==> src/rtl/eq_band_sched.sv <==
// Per-sample scheduler sharing one band-filter engine across all EQ bands and both channels.
// Optional per-band muting is compiled in when BAND_MUTE_EN is defined.
module eq_band_sched #(
  parameter int unsigned NUM_BANDS = 5,
  parameter int unsigned TIMEOUT   = 255
) (
  input  logic        clk,
  input  logic        rst,
  input  logic        valid,
  input  logic [15:0] lft_in,
  input  logic [15:0] rht_in,
  output logic        eng_start,
  output logic [2:0]  eng_band,
  output logic        eng_chan,
  output logic [15:0] eng_sample,
  input  logic        eng_done,
  input  logic [15:0] eng_result,
  output logic [15:0] lft_out,
  output logic [15:0] rht_out,
  output logic        out_rdy,
  output logic        busy,
  output logic        overrun,
  output logic        timeout_err
`ifdef BAND_MUTE_EN
  ,
  input  logic [7:0]  band_mute
`endif
);

  localparam int unsigned SMP_W = 16;
  localparam int unsigned ACC_W = 20;
  localparam int unsigned CNT_W = 10;
  localparam int unsigned BND_W = 3;
  localparam int unsigned IDX_W = 4;

  typedef enum logic [1:0] {S_IDLE, S_ISSUE, S_WAIT, S_DONE} state_t;

  // Lowest unmuted band index >= from; NUM_BANDS when none remain.
  function automatic logic [IDX_W-1:0] find_band(input logic [7:0] mute, input logic [IDX_W-1:0] from);
    logic [IDX_W-1:0] res;
    logic             hit;
    res = IDX_W'(NUM_BANDS);
    hit = 1'b0;
    for (int unsigned i = 0; i < 8; i++) begin
      if (!hit && (i < NUM_BANDS) && (IDX_W'(i) >= from) && !mute[3'(i)]) begin
        res = IDX_W'(i);
        hit = 1'b1;
      end
    end
    return res;
  endfunction

  function automatic logic [SMP_W-1:0] sat16(input logic signed [ACC_W-1:0] a);
    if (a > 20'sd32767)       return 16'h7FFF;
    else if (a < -20'sd32768) return 16'h8000;
    else                      return a[SMP_W-1:0];
  endfunction

  state_t                   r_state, w_state_n;
  logic                     r_valid;
  logic [SMP_W-1:0]         r_lft_s, r_rht_s, w_lft_s_n, w_rht_s_n;
  logic signed [ACC_W-1:0]  r_acc_l, r_acc_r, w_acc_l_n, w_acc_r_n;
  logic [BND_W-1:0]         r_band, w_band_n;
  logic                     r_chan, w_chan_n;
  logic [CNT_W-1:0]         r_cnt, w_cnt_n;
  logic [7:0]               r_mute, w_mute_n, w_mute_in;
  logic                     r_eng_start, w_start_n;
  logic [SMP_W-1:0]         r_eng_sample, w_eng_sample_n;
  logic [SMP_W-1:0]         r_lft_out, r_rht_out, w_lft_out_n, w_rht_out_n;
  logic                     r_out_rdy, w_out_rdy_n;
  logic                     r_busy, w_busy_n;
  logic                     r_overrun, w_overrun_n;
  logic                     r_tmo, w_tmo_n;
  logic                     w_frame;
  logic                     w_adv;
  logic signed [ACC_W-1:0]  w_res_ext;
  logic [IDX_W-1:0]         w_first, w_next;

`ifdef BAND_MUTE_EN
  assign w_mute_in = band_mute;
`else
  assign w_mute_in = 8'h00;
`endif

  assign w_frame   = valid & ~r_valid;
  assign w_res_ext = {{(ACC_W-SMP_W){eng_result[SMP_W-1]}}, eng_result};
  assign w_first   = find_band(w_mute_in, IDX_W'(0));
  assign w_next    = find_band(r_mute, IDX_W'(r_band) + IDX_W'(1));

  assign eng_start   = r_eng_start;
  assign eng_band    = r_band;
  assign eng_chan    = r_chan;
  assign eng_sample  = r_eng_sample;
  assign lft_out     = r_lft_out;
  assign rht_out     = r_rht_out;
  assign out_rdy     = r_out_rdy;
  assign busy        = r_busy;
  assign overrun     = r_overrun;
  assign timeout_err = r_tmo;

  always_ff @(posedge clk) begin
    if (rst) r_state <= S_IDLE;
    else     r_state <= w_state_n;
  end

  // Next-state, job sequencing and accumulation.
  always_comb begin
    w_state_n   = r_state;
    w_lft_s_n   = r_lft_s;
    w_rht_s_n   = r_rht_s;
    w_acc_l_n   = r_acc_l;
    w_acc_r_n   = r_acc_r;
    w_band_n    = r_band;
    w_chan_n    = r_chan;
    w_cnt_n     = r_cnt;
    w_mute_n    = r_mute;
    w_start_n   = 1'b0;
    w_lft_out_n = r_lft_out;
    w_rht_out_n = r_rht_out;
    w_out_rdy_n = 1'b0;
    w_busy_n    = r_busy;
    w_overrun_n = r_overrun | (w_frame & (r_state != S_IDLE));
    w_tmo_n     = r_tmo;
    w_adv       = 1'b0;
    case (r_state)
      S_IDLE: begin
        if (w_frame) begin
          w_lft_s_n = lft_in;
          w_rht_s_n = rht_in;
          w_acc_l_n = '0;
          w_acc_r_n = '0;
          w_busy_n  = 1'b1;
          w_mute_n  = w_mute_in;
          w_chan_n  = 1'b0;
          if (w_first < IDX_W'(NUM_BANDS)) begin
            w_band_n  = w_first[BND_W-1:0];
            w_start_n = 1'b1;
            w_state_n = S_ISSUE;
          end else begin
            w_state_n = S_DONE;
          end
        end
      end
      S_ISSUE: begin
        w_cnt_n   = '0;
        w_state_n = S_WAIT;
      end
      S_WAIT: begin
        // A done on the final timeout cycle still wins over the timeout.
        if (eng_done) begin
          w_adv = 1'b1;
          if (r_chan) w_acc_r_n = r_acc_r + w_res_ext;
          else        w_acc_l_n = r_acc_l + w_res_ext;
        end else if (r_cnt == CNT_W'(TIMEOUT - 1)) begin
          w_adv   = 1'b1;
          w_tmo_n = 1'b1;
        end else begin
          w_cnt_n = r_cnt + CNT_W'(1);
        end
        if (w_adv) begin
          if (!r_chan) begin
            w_chan_n  = 1'b1;
            w_start_n = 1'b1;
            w_state_n = S_ISSUE;
          end else if (w_next < IDX_W'(NUM_BANDS)) begin
            w_band_n  = w_next[BND_W-1:0];
            w_chan_n  = 1'b0;
            w_start_n = 1'b1;
            w_state_n = S_ISSUE;
          end else begin
            w_state_n = S_DONE;
          end
        end
      end
      S_DONE: begin
        w_lft_out_n = sat16(r_acc_l);
        w_rht_out_n = sat16(r_acc_r);
        w_out_rdy_n = 1'b1;
        w_busy_n    = 1'b0;
        w_state_n   = S_IDLE;
      end
      default: w_state_n = S_IDLE;
    endcase
    w_eng_sample_n = w_chan_n ? w_rht_s_n : w_lft_s_n;
  end

  always_ff @(posedge clk) begin
    if (rst) begin
      r_valid      <= 1'b0;
      r_lft_s      <= '0;
      r_rht_s      <= '0;
      r_acc_l      <= '0;
      r_acc_r      <= '0;
      r_band       <= '0;
      r_chan       <= 1'b0;
      r_cnt        <= '0;
      r_mute       <= '0;
      r_eng_start  <= 1'b0;
      r_eng_sample <= '0;
      r_lft_out    <= '0;
      r_rht_out    <= '0;
      r_out_rdy    <= 1'b0;
      r_busy       <= 1'b0;
      r_overrun    <= 1'b0;
      r_tmo        <= 1'b0;
    end else begin
      r_valid      <= valid;
      r_lft_s      <= w_lft_s_n;
      r_rht_s      <= w_rht_s_n;
      r_acc_l      <= w_acc_l_n;
      r_acc_r      <= w_acc_r_n;
      r_band       <= w_band_n;
      r_chan       <= w_chan_n;
      r_cnt        <= w_cnt_n;
      r_mute       <= w_mute_n;
      r_eng_start  <= w_start_n;
      r_eng_sample <= w_eng_sample_n;
      r_lft_out    <= w_lft_out_n;
      r_rht_out    <= w_rht_out_n;
      r_out_rdy    <= w_out_rdy_n;
      r_busy       <= w_busy_n;
      r_overrun    <= w_overrun_n;
      r_tmo        <= w_tmo_n;
    end
  end

endmodule
==> config.mk <==
export PLATFORM = sky130hd
export DESIGN_NAME = eq_band_sched
export DESIGN_NICKNAME = d
export VERILOG_FILES = /design/src/rtl/eq_band_sched.sv
export SDC_FILE = /design/constraint.sdc
export NUM_CORES = 1
export LEC_CHECK = 0
export CORE_MARGIN = 5
export CORE_UTILIZATION = 55
export DETAILED_ROUTE_END_ITERATION = 12
export PLACE_DENSITY_LB_ADDON = 0.12
export SLEW_MARGIN = 5
export SYNTH_ARGS = -nofsm -noshare
export SYNTH_HDL_FRONTEND = slang
export SYNTH_SLANG_ARGS = --single-unit
==> constraint.sdc <==
create_clock -name clk -period 6.5 [get_ports clk]
set_input_delay 1.3 -clock clk [delete_from_list [all_inputs] [get_ports clk]]
set_output_delay 1.3 -clock clk [all_outputs]
set_load 0.02 [all_outputs]
== Word-level counts from Yosys, hierarchy flattened ==
Cells that the tools add are included.
Storage, ports and cells
  register bits: 142
  input port bits: 52
  output and inout port bits: 57
Operators by class
  $add $sub $neg: 4
  $lt $le $gt $ge: 10
  eq/ne operators: 12
  mux-type cells: 54
  bitwise operators: 5
  reductions and logical operators: 20
Operators by type and width (count)
  $mux 16: 9
  $mux 20: 5
  $pmux 20 s2: 2
  $add 20x16->20: 2
  $gt 20x16->1 const B: 2
  $lt 20x16->1 const B: 2
  $mux 10: 2
  $pmux 10 s2: 1
  $mux 3: 6
  $mux 1: 17
  $ne 2x2->1 const B: 8
  $mux 4: 3
  $add 10x1->10 const B: 1
  $eq 10x8->1 const B: 1
  $ge 1x4->1 const A: 2
  $ge 2x4->1 const A: 2
  $mux 2: 4
  $pmux 2 s4: 1
  $reduce_and 4->1: 2
  $reduce_bool 2->1: 4
  $pmux 1 s2: 3
  $pmux 3 s2: 1
  $reduce_and 3->1: 2
  $reduce_and 5->1: 1
  other kinds (12): 22

== Longest topological paths before layout ==
  word-level depth: 21
  depth in mapped cells: 12
  gate-level depth less buffers: 11

== Worst setup path before layout ==
No wires, ideal clock.
  path type: input to register
  from: input port eng_result[0]
  to: register r_acc_r[18]
  library setup time: 0.117 ns
  arrival time: 3.524 ns
  required time: 6.383 ns
  path slack: 2.859 ns
  cell stages on the path: 11
  buffers on the path: 0
  cell sequence: ha_1 fa_1 a21o_1 a21o_1 a2111oi_4 o21ai_2 a21oi_2 o21bai_2 a311oi_2 xnor2_1 a22o_1
Between the ends
  cells in the longest elaborated chain, start to end: 4
RTL lines
  start: declaration: RTL line 17  | input logic [15:0] eng_result,
  $add 20x16->20: RTL line 152  | if (r_chan) w_acc_r_n = r_acc_r + w_res_ext;
  $mux 20: RTL line 152
  $mux 20: RTL line 150  | if (eng_done) begin
  $pmux 20 s2: RTL line 125  | case (r_state)
  end signal: assignment: RTL line 211  | r_acc_r <= w_acc_r_n;
  end: declaration: RTL line 62  | logic signed [ACC_W-1:0] r_acc_l, r_acc_r, w_acc_l_n, w_acc_r_n;
Every way passes these cells. The select of a mux whose other input is x is not followed.
A chain may end at the register's enable or synchronous reset.

== Final worst setup path ==
  from: input port eng_result[0]
  to: register r_acc_l[18]
Between the ends
  cells in the longest elaborated chain, start to end: 4
RTL lines
  $add 20x16->20: RTL line 153  | else w_acc_l_n = r_acc_l + w_res_ext;
  $mux 20: RTL line 152
  $mux 20: RTL line 150
  $pmux 20 s2: RTL line 125
  end signal: assignment: RTL line 210  | r_acc_l <= w_acc_l_n;
  end: declaration: RTL line 62
Every way passes these cells. The select of a mux whose other input is x is not followed.

==> summary.md <==
| Metric | Value |
|---|---|
| Worst VDD drop | about 150 µV |
| Fin Setup TNS | 0 ps |
| Sequential fraction of design power | a little over two fifths |
| Die width | between 100 and 150 µm |
| Vias in the first global route | 6,149 |
| Drt drc | 0 |
| I/O pin cnt | ~110 |
| Post-DP HPWL | 12,200 µm |
| Clock network power share | 46.1% |
| Initial antenna violation count | 0 |
| WL/cell | about 16 µm |
| Final Wtd Congestion | between 0.9 and 1 |
| EDFF count, synth | 0 |
| Vias/cell | ~5.7 |
| Non-filler instance count after layout | 1,073 |
| Post-layout min period | 3990 ps |
| #FFs+latches synth | about 140 |
| CP Max Fanout | 3 |
| Clock Latency Late Sink | between 400 and 500 ps |
| Hold crit path type | reg -> reg |
| Post-Syn Instances | roughly 800 |
| CP endpoint kind | flop |
| Hold Vio Cnt, Final | 0 |
| RSZ-0062 raised after global routing | false |
| Main synth FF type | dfxtp_1 |
| Power Dens Cells | between 200 and 250 nW/µm² |
| Worst EP required | 6770 ps |
| Placed insts | 1,041 |
| Clk sink count | ~140 |
| Slowest CP cell | clkdlybuf4s50_1 |
| Initial DRC Count | slightly above 500 |
| Largest net degree at the start of global routing | 72 |
| Max Slew Vio Count | 0 |
| Clock Skew | between 10 and 15 ps |
| Outcome | finished clean |
| Cell internal pwr | between 1.5 and 2 mW |
| Most common cell after layout, fill and taps aside | dfxtp_1 |
| Clock transition at path regs | approximately 60 ps |
| Port-buffer cells | about 110 |
| DR top layer | met4 |
| Setup violators final | 0 |
| Async S/R FF share, synth | 0% |
| Top post-synthesis cells by area | dfxtp_1, a21oi_1, ha_1, nor2_1, nand2_1 |
| Top delay family on crit path | compound AO/OA/AOI/OAI gates |
| DIE AREA | between 10,000 and 15,000 µm² |
| Yosys top cell area share | about two fifths |
| Diodes inserted | 0 |
| Vias post-DR | between 6,000 and 7,000 |
| Clock root cell | clkbuf_16 |
| Max-Slew Margin vs Limit | 15.7% |
| Most frequent cells in the layout | dfxtp_1, a21oi_1, clkdlybuf4s50_1 |
| DR WL met3 | just over 800 µm |
| Critical path startpoint category | primary input |
| Share of layout cells above drive strength 1 | approximately 5.3% |
| NumNets Final | just under 1,000 |
| Crit share post-route | approximately three fifths |
| Post-synth cell types | 53 |
| Cell Area, Synth | between 6000 and 7000 µm² |
| Synthesized net count | approximately 900 |
| Setup Buffers After CTS | 0 |
| Die H | 121 µm |
| Yosys warns | 0 |
| Syn avg cell area | ~8.5 µm² |
| Num CTS Buffers | 17 |
| CP Buf/Inv Count | 1 |
| Cell Chain, Critical Path | clkdlybuf4s50_1, ha_1, fa_1, a21o_1, a21oi_1, o21ai_1, a31oi_1, a21oi_1, o41a_1, a31oi_1, xor2_1, o31ai_1 |
| Number of fill cells | between 900 and 1,000 |
| F_max | around 0.25 GHz |
| Switching pwr | about 0.53 mW |
| Hold Buf Count CTS | 0 |
| Crit Path Class | in -> reg |
| Met2 Routed Length | around 8500 µm |
| Largest stage delay, worst path | approximately 450 ps |
| WP data arrival | roughly 4300 ps |
| FF/Latch Area | about 2800 µm² |
| Gr usage total | between 20% and 30% |
| Max-cap viol count | 0 |
| Effective utilization at floorplan | a little under three fifths |
| First-pass GRT wire length | roughly 28,000 µm |
| Switching Share | ~25% |
| CTS tree | built |
| Rows | 40 |
| Final WL | ~17,000 µm |
| Lkg Pwr | between 3 and 4 nW |
| GRT overflow | 0 |
| Post-synthesis sequential area ratio | around two fifths |
| Synth area leader | dfxtp_1 |
| Largest buffer count on any clock path | 2 |
| Core area | about 12,000 µm² |
| Comb power frac | between 10% and 20% |
| Post_cts resized | 0 |
| Worst-Margin Slew | roughly 1300 ps |
| Setup slack, reg-to-reg | approximately 3400 ps |
| Htree depth | 4 |
| Area occupied by multi-input gates | ~3700 µm² |
| ANT nets after route | 0 |
| Met1 WL | roughly 7300 µm |
| Layout area overhead | 26.0% |
| TritonRoute pass-1 iters | 5 |
-- Yosys cell counts, drive strengths merged (2+ instances only) --
master,number
nand2b,9
a211o,2
or3,5
a22oi,27
nor3,15
xnor2,24
fa,2
o31ai,3
mux2i,19
nand3,16
buf,5
o21bai,3
and3,4
a22o,5
a21o,15
a21oi,112
nor4,6
nand2,84
o21a,4
o21ai,48
a211oi,2
clkbuf,34
nor2,96
ha,43
inv,15
a31o,3
xor2,11
nand4,6
nor2b,15
dfxtp,142
and2,2
o211ai,3
a31oi,5
o22ai,2
-- cell families (layout without fill, tap and decap cells) --
family	after synthesis	count (layout)	synth area share (%)
multiplexers	19	19	2.81
flip-flops	142	142	42.0
buffers and inverters	54	158	3.03
adder cells (fa/ha/maj)	45	45	8.53
XOR/XNOR	35	35	4.53
AO/OA/AOI/OAI	245	245	22.2
AND/OR/NAND/NOR	261	261	17.0
-- worst paths after layout --
path / end / depth (start not counted) / start
worst max register to register: eng_sample[7]$_SDFF_PP0_ / 8 / eng_band[0]$_SDFFE_PP0P_
worst min register to register: overrun$_SDFF_PP0_ / 2 / overrun$_SDFF_PP0_
worst min-delay path: overrun$_SDFF_PP0_ / 2 / overrun$_SDFF_PP0_
worst max-delay path: r_acc_l[18]$_SDFFE_PP0P_ / 12 / eng_result[0]
-- power groups by stage --
stage,combinational (mW),clock (mW),sequential [mW]
after global placement,0.216,0,0.930
final,0.225,0.972,0.912
after floorplan,0.125,0,0.940
after global routing,0.246,1.03,0.915
after detailed placement,0.223,0,0.932
after CTS,0.225,0.983,0.912
-- through the flow --
stage / power (mW) / util, % / instance area (µm²) / setup WS (ps) / hold WS, ps
global placement: 1.15 / 65.8 / 7940 / 2190 / 434
finish: 2.11 / 70.8 / 8540 / 2510 / 443
floorplan: 1.06 / - / 6770 / 2860 / 429
detailed placement: 1.15 / 65.8 / 7940 / 2140 / 437
CTS: 2.12 / 70.8 / 8540 / 2550 / 447
global route: 2.19 / 70.8 / 8540 / 2310 / 466
-- layout make-up --
class | instances | share of cell area [%]
tap | 168 | 2.46
clock buffer | 18 | 5.14
clock inverter | 14 | 1.83
timing repair buffer | 111 | 12.9
multi-input combinational | 605 | 43.7
inverter | 15 | 0.660
sequential | 142 | 33.3
-- worst register-to-register path, cell delays in order, from the launching register on --
cell,delay (ps)
dfxtp_1,350
ha_1,260
a21boi_0,160
nor2b_1,290
or3_1,200
o221a_2,440
nor2b_1,1040
nor2_1,140
a21oi_1,170
-- flip-flops by register name (all words and copies together), names as in the netlist, 2 cells and up, named ones only --
register	count
r_acc_r	20
r_rht_s	16
r_lft_s	16
rht_out	16
r_state	2
r_cnt	10
r_acc_l	20
eng_sample	16
lft_out	16
eng_band	3
-- per-layer routing --
layer / GRT usage [%] / up-vias
met5: 0 / -
met4: 9.28 / 0
met3: 5.59 / 39
met2: 41.4 / 158
met1: 28.2 / 2906
li1: - / 3024
Note: power is estimated with default switching activity, not from simulation.
